### src/rtl/pico_pkg.sv
// pico_pkg: opcode/state types and constants for the picoMIPS control sequencer (HALT state under PICO_CTRL_HALT_EN)
package pico_pkg;
  localparam int OPSIZE = 3;
  localparam int ISIZE = 8;
  localparam logic [ISIZE-1:0] HALT_IMM = '1;
  typedef enum logic [OPSIZE-1:0] {
    NOP    = 3'd0,
    ADD    = 3'd1,
    ADDI   = 3'd2,
    MUL    = 3'd3,
    BEQ    = 3'd4,
    BNE    = 3'd5,
    JMP    = 3'd6,
    WAITIN = 3'd7
  } opcode_t;
`ifdef PICO_CTRL_HALT_EN
  typedef enum logic [1:0] {RUN, WAIT_IN, HALT} ctrl_state_t;
`else
  typedef enum logic [1:0] {RUN, WAIT_IN} ctrl_state_t;
`endif
endpackage

### src/rtl/pico_ctrl.sv
// pico_ctrl: picoMIPS control sequencer driving PC, register write and input handshake (HALT via PICO_CTRL_HALT_EN)
module pico_ctrl
  import pico_pkg::*;
#(
  parameter int OPsize = 3,
  parameter int Isize  = 8
) (
  input  logic              clk,
  input  logic              reset,
  input  logic [OPsize-1:0] opcode,
  input  logic [Isize-1:0]  imm,
  input  logic              alu_z,
  input  logic              in_valid,
  output logic              in_ready,
  output logic              PCincr,
  output logic              PCabsbranch,
  output logic              PCrelbranch,
  output logic              w_en,
  output logic              wsel_in,
  output logic              halted
);
  ctrl_state_t state, state_nxt;
  logic z_q, z_nxt;
  logic rdy, incr, absb, relb, we, wsel, hlt;
  opcode_t op;
  assign op = opcode_t'(opcode);
`ifndef PICO_CTRL_HALT_EN
  logic unused_imm;
  assign unused_imm = ^imm;
`endif
  // state and registered zero flag
  always_ff @(posedge clk or posedge reset)
    if (reset) begin
      state <= RUN;
      z_q   <= 1'b0;
    end else begin
      state <= state_nxt;
      z_q   <= z_nxt;
    end
  // opcode decode and next-state selection
  always_comb begin
    state_nxt = state;
    z_nxt = z_q;
    rdy = 1'b0;
    incr = 1'b0;
    absb = 1'b0;
    relb = 1'b0;
    we = 1'b0;
    wsel = 1'b0;
    hlt = 1'b0;
    case (state)
      RUN:
        case (op)
          NOP: begin
`ifdef PICO_CTRL_HALT_EN
            if (&imm) state_nxt = HALT;
            else incr = 1'b1;
`else
            incr = 1'b1;
`endif
          end
          ADD, ADDI, MUL: begin
            incr = 1'b1;
            we = 1'b1;
            z_nxt = alu_z;
          end
          BEQ: begin
            relb = z_q;
            incr = !z_q;
          end
          BNE: begin
            relb = !z_q;
            incr = z_q;
          end
          JMP: absb = 1'b1;
          default: begin
            rdy = 1'b1;
            we = in_valid;
            wsel = in_valid;
            incr = in_valid;
            state_nxt = in_valid ? RUN : WAIT_IN;
          end
        endcase
      WAIT_IN: begin
        rdy = 1'b1;
        we = in_valid;
        wsel = in_valid;
        incr = in_valid;
        state_nxt = in_valid ? RUN : WAIT_IN;
      end
`ifdef PICO_CTRL_HALT_EN
      HALT: hlt = 1'b1;
`endif
      default: state_nxt = RUN;
    endcase
  end
  // every output forced low while reset is held
  assign in_ready    = rdy & ~reset;
  assign PCincr      = incr & ~reset;
  assign PCabsbranch = absb & ~reset;
  assign PCrelbranch = relb & ~reset;
  assign w_en        = we & ~reset;
  assign wsel_in     = wsel & ~reset;
  assign halted      = hlt & ~reset;
endmodule
### config.mk
export PLATFORM = sky130hd
export DESIGN_NAME = pico_ctrl
export DESIGN_NICKNAME = d
export VERILOG_FILES = /design/src/rtl/pico_pkg.sv /design/src/rtl/pico_ctrl.sv
export SDC_FILE = /design/constraint.sdc
export NUM_CORES = 1
export LEC_CHECK = 0
export BUFFER_PORTS_ARGS = -buffer_cell sky130_fd_sc_hd__buf_4
export CAP_MARGIN = 10
export CORE_AREA = 2 2 39 41
export DETAILED_ROUTE_END_ITERATION = 8
export DIE_AREA = 0 0 41 43
export GPL_TIMING_DRIVEN = 0
export PLACE_DENSITY_LB_ADDON = 0.2
export SYNTH_ARGS = -nofsm -noshare
export SYNTH_HDL_FRONTEND = slang
export SYNTH_SLANG_ARGS = --single-unit
### constraint.sdc
create_clock -name clk -period 2 [get_ports clk]
set_clock_uncertainty 0.05 [all_clocks]
set_input_delay 0.1 -clock clk [delete_from_list [all_inputs] [get_ports clk]]
set_output_delay 0.1 -clock clk [all_outputs]
set_load 0.01 [all_outputs]
* After elaboration in Yosys (flattened, before gate mapping) *
Cells that the tools add are included.

word-level totals
  memory bits (writable) = 0
  memory bits (read-only) = 0
  output and inout port bits = 7
  memories kept = 0
  latch bits = 0
  register bits = 3

cells by class
  multiply operators = 0
  div/mod/pow operators = 0
  $add $sub $neg = 0
  shift operators = 0
  equal/unequal tests = 8
  bitwise logic cells = 7
  $lt $le $gt $ge = 0
  reduce and logical (&&, ||, !) cells = 8
  mux-type cells = 15

operator list
  operator            number
  $pmux 1 s2          6
  $eq 3x3->1 const B  3
  $reduce_or 4->1     2
  $reduce_or 7->1     1
  $and 1x1->1         6
  $eq 3x2->1 const B  2
  $mux 1              6
  $pmux 1 s4          1
  $pmux 2 s2          1
  $eq 3x1->1 const B  1
  $logic_not 3->1     1
  $reduce_or 3->1     1
  $eq 2x1->1 const B  1
  $logic_not 2->1     1
  $mux 2              1
  $ne 2x2->1 const B  1
  $reduce_and 2->1    1
  $logic_not 1->1     1
  $not 1->1           1

* Longest topological paths before layout *
Gate-level depths: netlist of the first run.

  word-level depth = 5
  depth in mapped cells = 4
  gate-level depth less buffers = 3

* Worst setup path before layout of the first run *
Ideal clock, no wire load.

  path type = flip-flop to output port
  from = register z_q
  to = output port PCincr
  arrival = 0.940 ns
  slack = 0.910 ns
  path buffers = 0
  stages on the path, launching flop included = 4
  cell sequence = dfrtp_1 > nor3_1 > and4bb_1 > nor3_2

between the ends
  cells in the longest elaborated chain, start to end = 4

RTL lines
  item                    line             text
  from (decl)             pico_ctrl.sv:23  logic z_q, z_nxt;
  from (signal assigned)  pico_ctrl.sv:38  z_q <= z_nxt;
  $logic_not 1->1         pico_ctrl.sv:69  incr = !z_q;
  $pmux 1 s4 (*)          pico_ctrl.sv:53  case (op)
  $pmux 1 s2 (*)          pico_ctrl.sv:51  case (state)
  $and 1x1->1 (*)         pico_ctrl.sv:99  assign PCincr = incr & ~reset;
  to (decl)               pico_ctrl.sv:15  output logic PCincr,

Every way passes the cells marked *; elsewhere a longest branch is shown, timed or not.

* Worst setup path in the final report of the first run *
  from = input port reset
  to = output port PCabsbranch

between the ends
  cells in the longest elaborated chain, start to end = 2

RTL lines
  item         line              text
  from (decl)  pico_ctrl.sv:9    input logic reset,
  $not 1->1    --
  $and 1x1->1  pico_ctrl.sv:100  assign PCabsbranch = absb & ~reset;
  to (decl)    pico_ctrl.sv:16   output logic PCabsbranch,

Every way passes these cells.

==> flow_results.org, run 1 <==
** Routing
- Post-detailed-routing wire length :: around 500 um
- Detailed routing placed a total of between 40 and 50 um of wire on met3.
- In this run the top signal layer used is met3.
- Mean routed wirelength per cell :: 8.893 um
- Remaining antenna violation count :: 0
- In this run, the number of DRC markers left after iteration 0 of detailed routing was 3.
- Using the TritonRoute via totals, the vias-per-cell ratio works out to ~3.8.
- WL met1 :: 230 um
- Total number of vias :: approximately 210
- Summed over all nets, wire length on met2 after detailed routing comes to between 200 and 250 um.
- First-pass iteration count of the detailed router :: 2
- DRC violations left :: 0

** Setup path
- Walking the worst path, the cells encountered are dlygate4sd3_1 -> buf_4 -> inv_1 -> nand3b_1 -> nor3b_1 -> buf_4.
- Critical Path Source :: reset
- Crit-path max FO :: 4
- On the worst path, the slowest cell contributes a delay of 0.53 ns.
- Number of cells on the worst reg-to-reg path :: 3
- Together, buffers and inverters on the worst path number 4.
- R2R Setup Slk :: approximately 0.91 ns
- Critical path arrival :: 1.35 ns
- The critical path is of the input pin to primary output type.
- The startpoint identified for the worst register-to-register timing path is state[0]$_DFFE_PP0P_.
- Crit path launch type :: input pin
- Crit path depth :: 6
- For the worst setup path, the data required time is approximately 1.9 ns.
- Slowest library cell on the worst path :: dlygate4sd3_1
- Endpoint of the worst setup timing path :: PCabsbranch
- Capture point of the worst reg-to-reg path :: z_q$_DFFE_PP0P_
- STA classifies the critical path endpoint as a primary output.
- The cell family contributing the most delay on the critical path is buffers and inverters.
- The cell that appears most often on the critical path is buf_4.

** Clock network
- TritonCTS built the clock tree.
- Clock-pin slew on the worst setup and hold paths :: 0.03 ns
- Clock sinks :: 2
- The later pin in the worst-skew pair is clocked with a latency of between 0.2 and 0.25 ns.
- Number of buffers created by CTS :: 3
- Maximum number of buffers from clock root to sink :: 2
- H-tree level count :: 1
- The tree is rooted in a clkbuf_4.
- Gates resized during post-CTS repair numbered 0.

** Logic synthesis
- Synthesized net count :: 40
- By count the netlist is led by 2 x and2_1, 2 x dfrtp_1, 2 x nor2_1, 2 x nor3_1, 2 x o21ai_0.
- Summed over all instances, the cell type with the most area after synthesis is dfrtp_1.
- The synthesized design contains 2 register bits.
- The cell area that synthesis handed to floorplanning was 203.9 um^2.
- Async S/R FF share, synth :: between 90% and 100%
- Warnings, synthesis :: 0
- Fraction of synthesized cell area taken by the top area cell type :: roughly 25%
- Leading post-synthesis cells by cell area :: dfrtp_1 25%, and2_1 6.1%, and4bb_1 6.1%
- Library cells used by synthesis :: 20
- Sequential share of the synthesized area :: between 20% and 30%
- Number of enable-type register cells in the synthesized netlist :: 0
- Syn avg cell area :: slightly above 8 um^2
- Synthesis handed over a netlist of 25 instances.
- Among all flip-flop cells after synthesis, the most frequent one is dfrtp_1.

** Power and ir drop
- Sequential Power Share :: around a quarter
- Proportion of total power due to net switching :: 26.63%
- Power per cell area :: 580.0 mW/mm^2
- Net switching power :: around 52 uW
- The clock network is responsible for roughly 45% of the overall power.
- P_int :: approximately 140 uW
- Relative contribution of combinational cells to total power :: just under 30%
- Overall power consumption :: 196.7 uW
- Leakage power :: approximately 0.16 nW
- IR analysis of the VDD net gives a maximum drop of approximately 270 uV.

** Global routing
- The number of antenna violations at the first check in global routing came to 0.
- Entering global routing, the biggest net connects 9 pins.
- Global routing used under 10% of the available tracks.
- The number of global-route vias before repair was between 150 and 200.
- Global routing finished with a remaining overflow of 0.
- Global-route wire length before repair :: between 700 and 800 um

** Timing
- Hold WS :: 0.03527 ns
- Number of max-slew violations in the final report :: 0
- Fmax achieved :: 667.0 MHz
- Setup repair after global routing missed its margin :: no
- Minimum clock period after layout :: 1.499 ns
- The number of failing hold endpoints at the final stage was 0.
- In the post-route analysis, the smallest setup slack over all paths is about 0.5 ns.
- The worst path uses between 70% and 80% of the clock period.
- In the final timing run, aggregate negative setup slack is 0 ns.
- Setup violations remaining at the end of the flow were counted as 0.

** Floorplanning
- Effective utilization at floorplan :: between 10 and 15%
- Total number of placement rows :: 14
- Boundary Pins :: 22
- The die covers ~0.0018 mm^2.
- Chip Height :: approximately 43 um
- Placeable core area :: between 0.001 and 0.0015 mm^2
- The die is about 41 um wide.

** Min path
- Worst Hold Class :: input pin to register

** Cells and area
- The repair_antennas step left the layout with diodes totalling 0.
- The layout has approximately 140 filler cells.
- After routing the design area is roughly 340 um^2.
- Final Net Count :: between 50 and 60
- Synth-to-Final Area Change :: 66.26%
- Cells with a size suffix above 1 make up approximately 48% of the layout.

** Status
- Status :: complete, no violations

** Place
- Placement Cell Area :: between 300 and 400 um^2
- The congestion estimate from routability-driven global placement came to ~0.63.
- HPWL after detailed placement :: between 300 and 400 um
- In this run the tool buffered the top-level ports with 11 buffer cells.
- Post-place setup slack :: 0.8193 ns

** Flow run
- The tool flagged a number of max-cap violations equal to 0.
[flip-flops by register name, indices dropped and copies added (netlist names)]
register	count
z_q	1
state	1
[stage by stage]
stage	utilization [%]	instances
floorplan	-	25
finish	24.50	56
detailed placement	22.15	52
CTS	24.50	56
global placement	22.15	52
global route	24.50	56
[timing repair]
| item | in CTS | in global routing |
|---|---|---|
| hold buffers | 1 | 0 |
| buffers inserted | 0 | 0 |
| hold endpoints to repair | 2 | 0 |
[how the worst min path moves through the flow]
stage	from	to	slack, ns	depth (start not counted)
floorplan	reset	state[0]$_DFFE_PP0P_	-0.20	1
global placement	reset	state[0]$_DFFE_PP0P_	-0.05	2
CTS	in_valid	state[0]$_DFFE_PP0P_	0.03	2
global route	in_valid	state[0]$_DFFE_PP0P_	0.04	2
finish	in_valid	state[0]$_DFFE_PP0P_	0.04	2
detailed placement	reset	state[0]$_DFFE_PP0P_	-0.05	2
[cell families after synthesis]
family                 after synthesis  synth area share, %
buffers and inverters                3                11.04
multiplexers                         1                5.521
other                                1                1.839
flip-flops                           2                24.54
XOR/XNOR                             1                4.295
AO/OA/AOI/OAI                        6                16.56
AND/OR/NAND/NOR                     11                36.20
[final cells by class]
cell class                 instances  area [um^2]  area share [%]
sequential                         2        50.05           14.76
buffer                             2        18.77           5.535
tap                               16        20.02           5.904
inverter                           1        3.754           1.107
clock buffer                       3        22.52           6.642
timing repair buffer              12        92.59           27.31
multi-input combinational         20        131.4           38.75
[layer usage]
| metal | up-vias | GRT usage, % |
|---|---|---|
| met1 | 88 | 9.325 |
| met5 | - | 0 |
| met4 | 0 | 8.000 |
| li1 | 116 | - |
| met3 | 0 | 1.571 |
| met2 | 9 | 7.187 |
[placed cells by master, fill, tap and decap left out, types with 2 or more instances in the layout]
| master | netlist | final |
|---|---|---|
| clkbuf_4 | 0 | 3 |
| nor2_1 | 2 | 2 |
| nor3_1 | 2 | 2 |
| o21ai_0 | 2 | 2 |
| and2_1 | 2 | 2 |
| dfrtp_1 | 2 | 2 |
| buf_4 | 1 | 12 |
[power groups by stage]
stage / Combinational (mW) / Sequential [mW] / Clock (mW)
3_3_place_gp: 0.0561 / 0.0504 / 0
6_report: 0.0578 / 0.0503 / 0.0886
5_1_grt: 0.0647 / 0.0509 / 0.0992
2_1_floorplan: 0.0326 / 0.0492 / 0
4_1_cts: 0.0582 / 0.0499 / 0.0969
3_5_place_dp: 0.0566 / 0.0504 / 0
Note: power is estimated with default switching activity, not from simulation.
==> run 2, diff against run 1 <==
ABC_AREA = 1   (was default)
clock period = 1.42 ns   (was 2 ns; I/O delays follow)
==> flow_results.org, run 2 <==
** Status
- Status :: complete, no violations (unchanged)

** Routing
- The post-detailed-route via-to-cell ratio was 3.848 (was 3.804).
- The routed length per placed instance is 8.015 um (was 8.893 um).
- First-pass iteration count of the detailed router :: 4 (was 2)
- Remaining antenna violation count :: 0 (unchanged)
- Post-detailed-routing wire length :: 529 um (was 498 um)
- The post-detailed-route DRC marker count is 0 (unchanged).
- Iter 0 DRT Violations :: 8 (was 3)
- The total via count in the routed design is 254 (was 213).

** Setup path
- Kind of cell adding the most delay to the critical path :: flip-flops (was buffers and inverters)
- Type of destination of the critical path :: primary output (unchanged)
- Crit path required time :: 1.30 ns (was 1.85 ns)
- The cell with the biggest individual delay on the critical path is dfrtp_1 (was dlygate4sd3_1).
- The worst path buffer plus inverter count is 2 (was 4).
- Critical path arrival :: 1.20 ns (was 1.35 ns)
- The worst stage delay on the critical path was 0.35 ns (was 0.53 ns).
- Most frequent cell on the critical path :: nand2_1 (was buf_4)
- Crit path depth :: 6 (unchanged)
- Crit-path max FO :: 4 (unchanged)
- The type of the setup path with the least slack is register to primary output (was input pin to primary output).
- The type of element launching the critical path is a register (was input pin).
- The depth of the worst register-to-register path came to 4 (was 3).
- Cells along the critical path :: inv_1 -> nand2_1 -> nand2_1 -> nand2_1 -> a21oi_1 -> buf_4 (was dlygate4sd3_1 -> buf_4 -> inv_1 -> nand3b_1 -> nor3b_1 -> buf_4)

** Cells and area
- Most used cells in the layout excluding fill and tap cells :: 13 x buf_4, 8 x inv_1, 7 x nand2_1 (was 12 x buf_4, 3 x clkbuf_4)
- Largest registers :: state x1, z_q x1 (unchanged)
- The synthesis-to-layout area growth was 68.26% (was 66.26%).
- The diode insertion count for antenna repair was 0 (unchanged).
- Most common library cell in the layout ignoring fill and taps :: buf_4 (unchanged)
- The final net count came to 67 (was 57).
- The filler cell count in the final layout is 163 (was 144).
- Ratio of cells with drive above 1 in the final layout :: 38.00% (was 47.50%)
- The final cell utilization of the core was 25.41% (was 24.50%).

** Timing
- Number of max-slew violations in the final report :: 0 (unchanged)
- Setup_tns :: 0 ns (unchanged)
- The number of failing hold endpoints at the final stage was 0 (unchanged).
- The worst path needs 1.326 ns of the cycle, external delays included.
- The number of endpoints failing setup at the final stage was 0 (unchanged).
- Setup repair after global routing missed its margin: no (unchanged).
- After layout, the worst path uses 93.35% of the clock period.
- Static timing analysis puts the maximum clock frequency at around 750 MHz.

** Place
- Routability congestion estimate from global placement :: 0.6610 (was 0.6269)
- HPWL after detailed placement :: 413.5 um (was 380.9 um)
- IO Port Bufs :: 12 (was 11)

** Logic synthesis
- The share of synthesized flip-flops with an asynchronous set or reset was 100.0% (unchanged).
- The post-synthesis sequential area ratio was 23.95% (was 24.54%).
- Leading post-synthesis cells by cell area: dfrtp_1 24%, inv_1 14%, nand2_1 13% (was dfrtp_1 25%, and2_1 6.1%, and4bb_1 6.1%).
- Post-Synthesis Cell Area :: 209.0 um^2 (was 203.9 um^2)
- Top post-synthesis cells by count: 8 x inv_1, 7 x nand2_1, 4 x nor2_1 (was 2 x and2_1, 2 x dfrtp_1, 2 x nor2_1, 2 x nor3_1, 2 x o21ai_0).
- Warnings, synthesis :: 0 (unchanged)
- The gate count after technology mapping is 34 (was 25).
- Yosys instantiated no cell more often than inv_1.
- Compound-Gate Fraction of Synth Area :: 20.36% (was 16.56%)
- The predominant post-synthesis flop cell is dfrtp_1 (unchanged).
- The total of flip-flops plus latches after synthesis is 2 (unchanged).
- Syn avg cell area :: 6.146 um^2 (was 8.158 um^2)
- The fraction of synthesized cell area in xor and xnor cells came to 0% (was 4.294%).
- Mux share of post-synthesis cell area :: 0% (was 5.521%)
- Adder and majority cell fraction of the synthesized area :: 0% (unchanged)
- Synthesized net count :: 49 (was 40)
- Library cells used by synthesis :: 15 (was 20)
- Post-Synth Simple-Gate Area :: 35.93% (was 36.20%)
- Top cell type by total area after synthesis :: dfrtp_1 (unchanged)
- The area fraction of the dominant cell type after synthesis was 23.95% (was 24.54%).
- The largest family of logic cells by synthesized area is simple AND/OR/NAND/NOR gates (unchanged).
- The count of flip-flops with a built-in enable after synthesis came to 0 (unchanged).

** Clock network
- Number of buffers created by CTS :: 3 (unchanged)
- The number of levels in the clock H-tree was 1 (unchanged).
- The latest clock arrival within the worst-skew pair is 0.22 ns (about the same).
- Post-CTS Setup Inserts :: 0 (unchanged)
- TritonCTS clock tree :: yes (unchanged)
- Clock-pin slew on the worst setup and hold paths :: 0.03 ns (about the same)
- Clock sinks :: 2 (unchanged)
- The number of buffers between clock root and the deepest sink was 2 (unchanged).
- Cell at the root of the clock tree :: clkbuf_4 (unchanged)

** Global routing
- Global-route wire length before repair :: 841 um (was 738 um)
- The remaining global-route overflow was 0 (unchanged).
- Overall global routing resource usage :: 7.236% (was 6.727%)
- The number of antenna violations at the first check in global routing is 0 (unchanged).
- The pin count of the biggest net entering global routing came to 8 (was 9).
- Vias in the first global route :: 217 (was 184)

** Power and ir drop
- The leakage power figure came to 0.2057 nW (was 0.1576 nW).
- The power density over the cells is 796.7 mW/mm^2 (was 580.0 mW/mm^2).
- Peak supply drop :: 438.1 uV (was 270.3 uV)

** Floorplanning
- The number of cell rows was 14 (unchanged).
- The floorplan die area came to 0.001763 mm^2 (unchanged).
- Placeable core area :: 0.001384 mm^2 (unchanged)
- The width of the die came to 41 um (unchanged).
- The floorplan die height is 43 um (unchanged).
- Effective utilization at floorplan :: 15.10% (was 14.74%)
- The number of placed I/O pins was 22 (unchanged).

** Min path
- The type of the most critical hold path is input pin to register (unchanged).
- The cell count of the worst hold path was 3 (was 2).

** Flow run
- The number of maximum-capacitance constraint violations is 0 (unchanged).
==> run 2: cell count changes after synthesis, sizes merged, moves of 2 or more <==
cell / change
o21ai: -2
nand2: +8
inv: +7
a21oi: +3
nor3: -2
and2: -2
==> run 2: area by class of cell <==
type	instances	area, um^2	share of cell area, %
multi-input cells	23	121.4	34.52
plain buffers	1	7.507	2.135
well taps	16	20.02	5.694
clock buffers	3	22.52	6.406
inverters	8	30.03	8.541
repair buffers	13	100.1	28.47
flip-flops and latches	2	50.05	14.23
==> run 2: final timing paths <==
kind / startpoint / end / slack (ns)
min in group asynchronous: reset / z_q$_DFFE_PP0P_ / 0.27
max in group asynchronous: reset / state[0]$_DFFE_PP0P_ / 0.92
worst min-delay path: alu_z / z_q$_DFFE_PP0P_ / 0.06
worst max register to register: state[0]$_DFFE_PP0P_ / z_q$_DFFE_PP0P_ / 0.49
worst min register to register: z_q$_DFFE_PP0P_ / z_q$_DFFE_PP0P_ / 0.55
worst max-delay path: state[0]$_DFFE_PP0P_ / PCincr / 0.09
==> run 2: worst register-to-register path: stages, from the launching register on <==
cell	delay (ns)
dfrtp_1	0.35
inv_1	0.15
nand2_1	0.12
nor2_1	0.10
a21oi_1	0.05
==> run 2: cell families after synthesis <==
logic type	count (synthesis)
AO/OA/AOI/OAI	6
buffers and inverters	9
flip-flops	2
AND/OR/NAND/NOR	16
other	1
==> run 2: power by group <==
| part | leakage (nW) | internal (mW) | switching [mW] |
|---|---|---|---|
| sequential | 0.0245 | 0.0631 | 0.00365 |
| clock | 0.0138 | 0.0931 | 0.0312 |
| combinational | 0.167 | 0.0424 | 0.0467 |
==> run 2: per-stage QoR <==
step                std cells  hold slack [ns]  worst slack (ns)  total power [mW]  area [um^2]
floorplan                  34          -0.2212            0.3947            0.1120        209.0
detailed placement         62         -0.06505            0.3295            0.1544        319.1
global route               66          0.05924          0.004931            0.3091        351.6
finish                     66          0.06473           0.09441            0.2801        351.6
global placement           62         -0.06477            0.3077            0.1548        319.1
CTS                        66          0.06764           0.09024            0.2899        351.6
==> run 2: routing by layer <==
layer	up-vias	routed length [um]	GRT usage, %
li1	138	-	-
met1	106	239	8.387
met2	10	225	9.688
met3	0	63	4.712
met4	0	0	4.000
met5	-	0	0
==> run 2: what timing repair did <==
action,4_1_cts,5_1_grt
hold buffers,1,0
resized for setup,0,0
endpoints found under the hold margin,2,0
==> run 3, diff against run 2 <==
--- a/config.mk
+++ b/config.mk
@@ -13,5 +13,5 @@
 export DIE_AREA = 0 0 41 43
 export GPL_TIMING_DRIVEN = 0
-export PLACE_DENSITY_LB_ADDON = 0.2
+export PLACE_DENSITY = 0.5
 export SYNTH_ARGS = -nofsm -noshare
 export SYNTH_HDL_FRONTEND = slang
==> constraint.sdc (replaced) <==
create_clock -name clk -period 1.42 [get_ports clk]
set_clock_uncertainty 0.05 [all_clocks]
set_input_delay 0.213 -clock clk [delete_from_list [all_inputs] [get_ports clk]]
set_output_delay 0.213 -clock clk [all_outputs]
set_load 0.01 [all_outputs]
==> flow_results.org, run 3 (synthesis results as in run 2) <==
** Status
- Status: complete, no violations (unchanged).

** Place
- IO Port Bufs :: 12 (unchanged)
- Routability congestion estimate from global placement :: 0.6642 (was 0.6610)
- Number of cells after detailed placement :: 62 (unchanged)
- The detailed-placement wirelength estimate came to 393.4 um (was 413.5 um).
- The post-placement setup slack is 0.1934 ns (was 0.3295 ns).

** Cells and area
- Diode count :: 0 (unchanged)
- The filler cell count in the final layout was 166 (was 163).
- Most used cells in the layout excluding fill and tap cells :: 14 x buf_4, 6 x inv_1, 5 x nand2_1 (was 13 x buf_4, 8 x inv_1, 7 x nand2_1)
- Largest registers :: state x1, z_q x1 (unchanged)
- Synth-to-Final Area Change :: 76.05% (was 68.26%)
- Core Util, Final :: 26.58% (was 25.41%)
- Ratio of cells with drive above 1 in the final layout :: 49.02% (was 38.00%)
- The total area of multi-input combinational cells is 130.1 um^2 (was 121.4 um^2).
- Final Net Count :: 68 (was 67)
- The most frequent standard cell in the layout excluding fill and tap cells was buf_4 (unchanged).
- Count of non-filler cells in the finished layout :: 67 (was 66)
- Storage cell area :: 50.05 um^2 (unchanged)

** Floorplanning
- Boundary Pins :: 22 (unchanged)
- Effective utilization at floorplan :: 15.10% (unchanged)
- Chip Height :: 43 um (unchanged)
- The area of the core is 0.001384 mm^2 (unchanged).
- X dimension of the die :: 41 um (unchanged)
- The number of cell rows is 14 (unchanged).
- Die ar. :: 0.001763 mm^2 (unchanged)

** Setup path
- Crit path launch type :: register (unchanged)
- The worst reg-to-reg setup slack was 0.55 ns (was 0.49 ns).
- The worst path buffer plus inverter count came to 2 (unchanged).
- The worst stage delay on the critical path came to 0.36 ns (was 0.35 ns).
- The kind of cell with the highest combined delay on the critical path is flip-flops (unchanged).
- The worst-path maximum fanout was 4 (unchanged).
- The type of the setup path with the least slack was register to primary output (unchanged).
- Crit path required time :: 1.16 ns (was 1.30 ns)
- Cells along the critical path: inv_2 -> nand2_1 -> nor4_1 -> buf_4 (was inv_1 -> nand2_1 -> nand2_1 -> nand2_1 -> a21oi_1 -> buf_4).
- The sort of element at the end of the critical path is a primary output (unchanged).
- The cell with the biggest individual delay on the critical path is dfrtp_1 (unchanged).
- Critical path arrival :: 1.09 ns (was 1.20 ns)

** Global routing
- Vias in the first global route :: 229 (was 217)
- Global-route wire length before repair :: 765 um (was 841 um)
- Largest net degree at the start of global routing :: 8 (unchanged)
- The global-route total usage across every layer is 7.028% (was 7.236%).
- The remaining global-route overflow was 0 (unchanged).
- Number of antenna violations at the first check in global routing :: 0 (unchanged)

** Timing
- Fmax achieved :: 737.7 MHz (was 754.4 MHz)
- Setup_tns :: 0 ns (unchanged)
- Setup repair after global routing missed its margin :: yes (was no)
- Slack of the critical path :: 0.06445 ns (was 0.09441 ns)
- Number of max-slew violations in the final report :: 0 (unchanged)
- Minimum clock period after layout :: 1.356 ns (was 1.326 ns)
- The post-route fraction of the period consumed by the critical path was 95.46% (was 93.35%).
- Final-report setup violation count :: 0 (unchanged)
- The number of failing hold endpoints at the final stage came to 0 (unchanged).
- The worst hold slack across all endpoints was 0.1876 ns (was 0.06473 ns).

** Clock network
- Number of buffers created by CTS :: 3 (unchanged)
- The clock tree from TritonCTS was yes (unchanged).
- H-tree level count :: 1 (unchanged)
- Maximum number of buffers from clock root to sink :: 2 (unchanged)
- Clk Latency, worst-skew pair :: 0.22 ns (about the same)
- Clock sinks :: 2 (unchanged)
- The clock transition at the registers of the reported paths is 0.03 ns (about the same).
- Cell at the root of the clock tree :: clkbuf_4 (unchanged)

** Flow run
- Count of maximum capacitance violations :: 0 (unchanged)

** Power and ir drop
- Leakage power :: 0.2090 nW (was 0.2057 nW)
- The worst-case vdd ir drop is 245.1 uV (was 438.1 uV).
- Power per cell area :: 782.9 mW/mm^2 (was 796.7 mW/mm^2)

** Routing
- Remaining antenna violation count :: 0 (unchanged)
- Total number of vias :: 262 (was 254)
- The post-detailed-route via-to-cell ratio was 3.910 (was 3.848).
- First-pass iteration count of the detailed router :: 1 (was 4)
- The number of DRC markers after the initial detailed-route iteration was 0 (was 8).
- The wire length reported by the detailed router came to 509 um (was 529 um).
- The routed length per placed instance was 7.597 um (was 8.015 um).
- The post-detailed-route DRC marker count came to 0 (unchanged).

** Min path
- Worst Hold Class :: input pin to register (unchanged)
[run 3: layer usage]
metal	up-vias	routed length, um	global-route usage [%]
met2	7	277	9.688
met3	2	35	1.571
met5	-	0	0
met1	113	181	6.752
li1	140	-	-
met4	0	14	10.00
[run 3: what timing repair did]
item                       4_1_cts  5_1_grt
pin swaps                        1        1
hold endpoints to repair         2        0
buffers inserted                 1        0
hold buffers                     1        0
setup endpoints to repair        3        3
resized for setup                1        4
cloned                           0        0
[run 3: stage by stage]
stage | power, mW | area [um^2]
6_report | 0.2880 | 367.9
5_1_grt | 0.3074 | 367.9
4_1_cts | 0.2945 | 359.1
3_5_place_dp | 0.1536 | 319.1
3_3_place_gp | 0.1537 | 319.1
2_1_floorplan | 0.1120 | 209.0
[run 3: final timing paths]
check                                      from  cells after the start                    to
hold reg to reg                 z_q$_DFFE_PP0P_                      2       z_q$_DFFE_PP0P_
hold / removal                            alu_z                      3       z_q$_DFFE_PP0P_
setup reg to reg           state[0]$_DFFE_PP0P_                      5  state[0]$_DFFE_PP0P_
setup / recovery           state[0]$_DFFE_PP0P_                      4           PCabsbranch
max in group asynchronous                 reset                      3  state[0]$_DFFE_PP0P_
min in group asynchronous                 reset                      3       z_q$_DFFE_PP0P_
[run 3: layout make-up]
class                           instances  area share [%]
Buffer                                  1           2.041
Clock buffer                            3           6.122
Sequential cell                         2           13.61
Timing Repair Buffer                   14           29.25
Inverter                                8           8.163
Multi-Input combinational cell         23           35.37
Tap cell                               16           5.442
[run 3: worst min-delay path: stages]
cell,delay (ns)
buf_4,0.08
nor2_1,0.03
a21oi_1,0.10
[run 3: report_power, final]
part | internal, mW | leakage, nW | switching, mW
registers | 0.0631 | 0.0245 | 0.00446
clock network | 0.0933 | 0.0138 | 0.0336
logic | 0.0458 | 0.171 | 0.0477
total | 0.202 | 0.209 | 0.0858
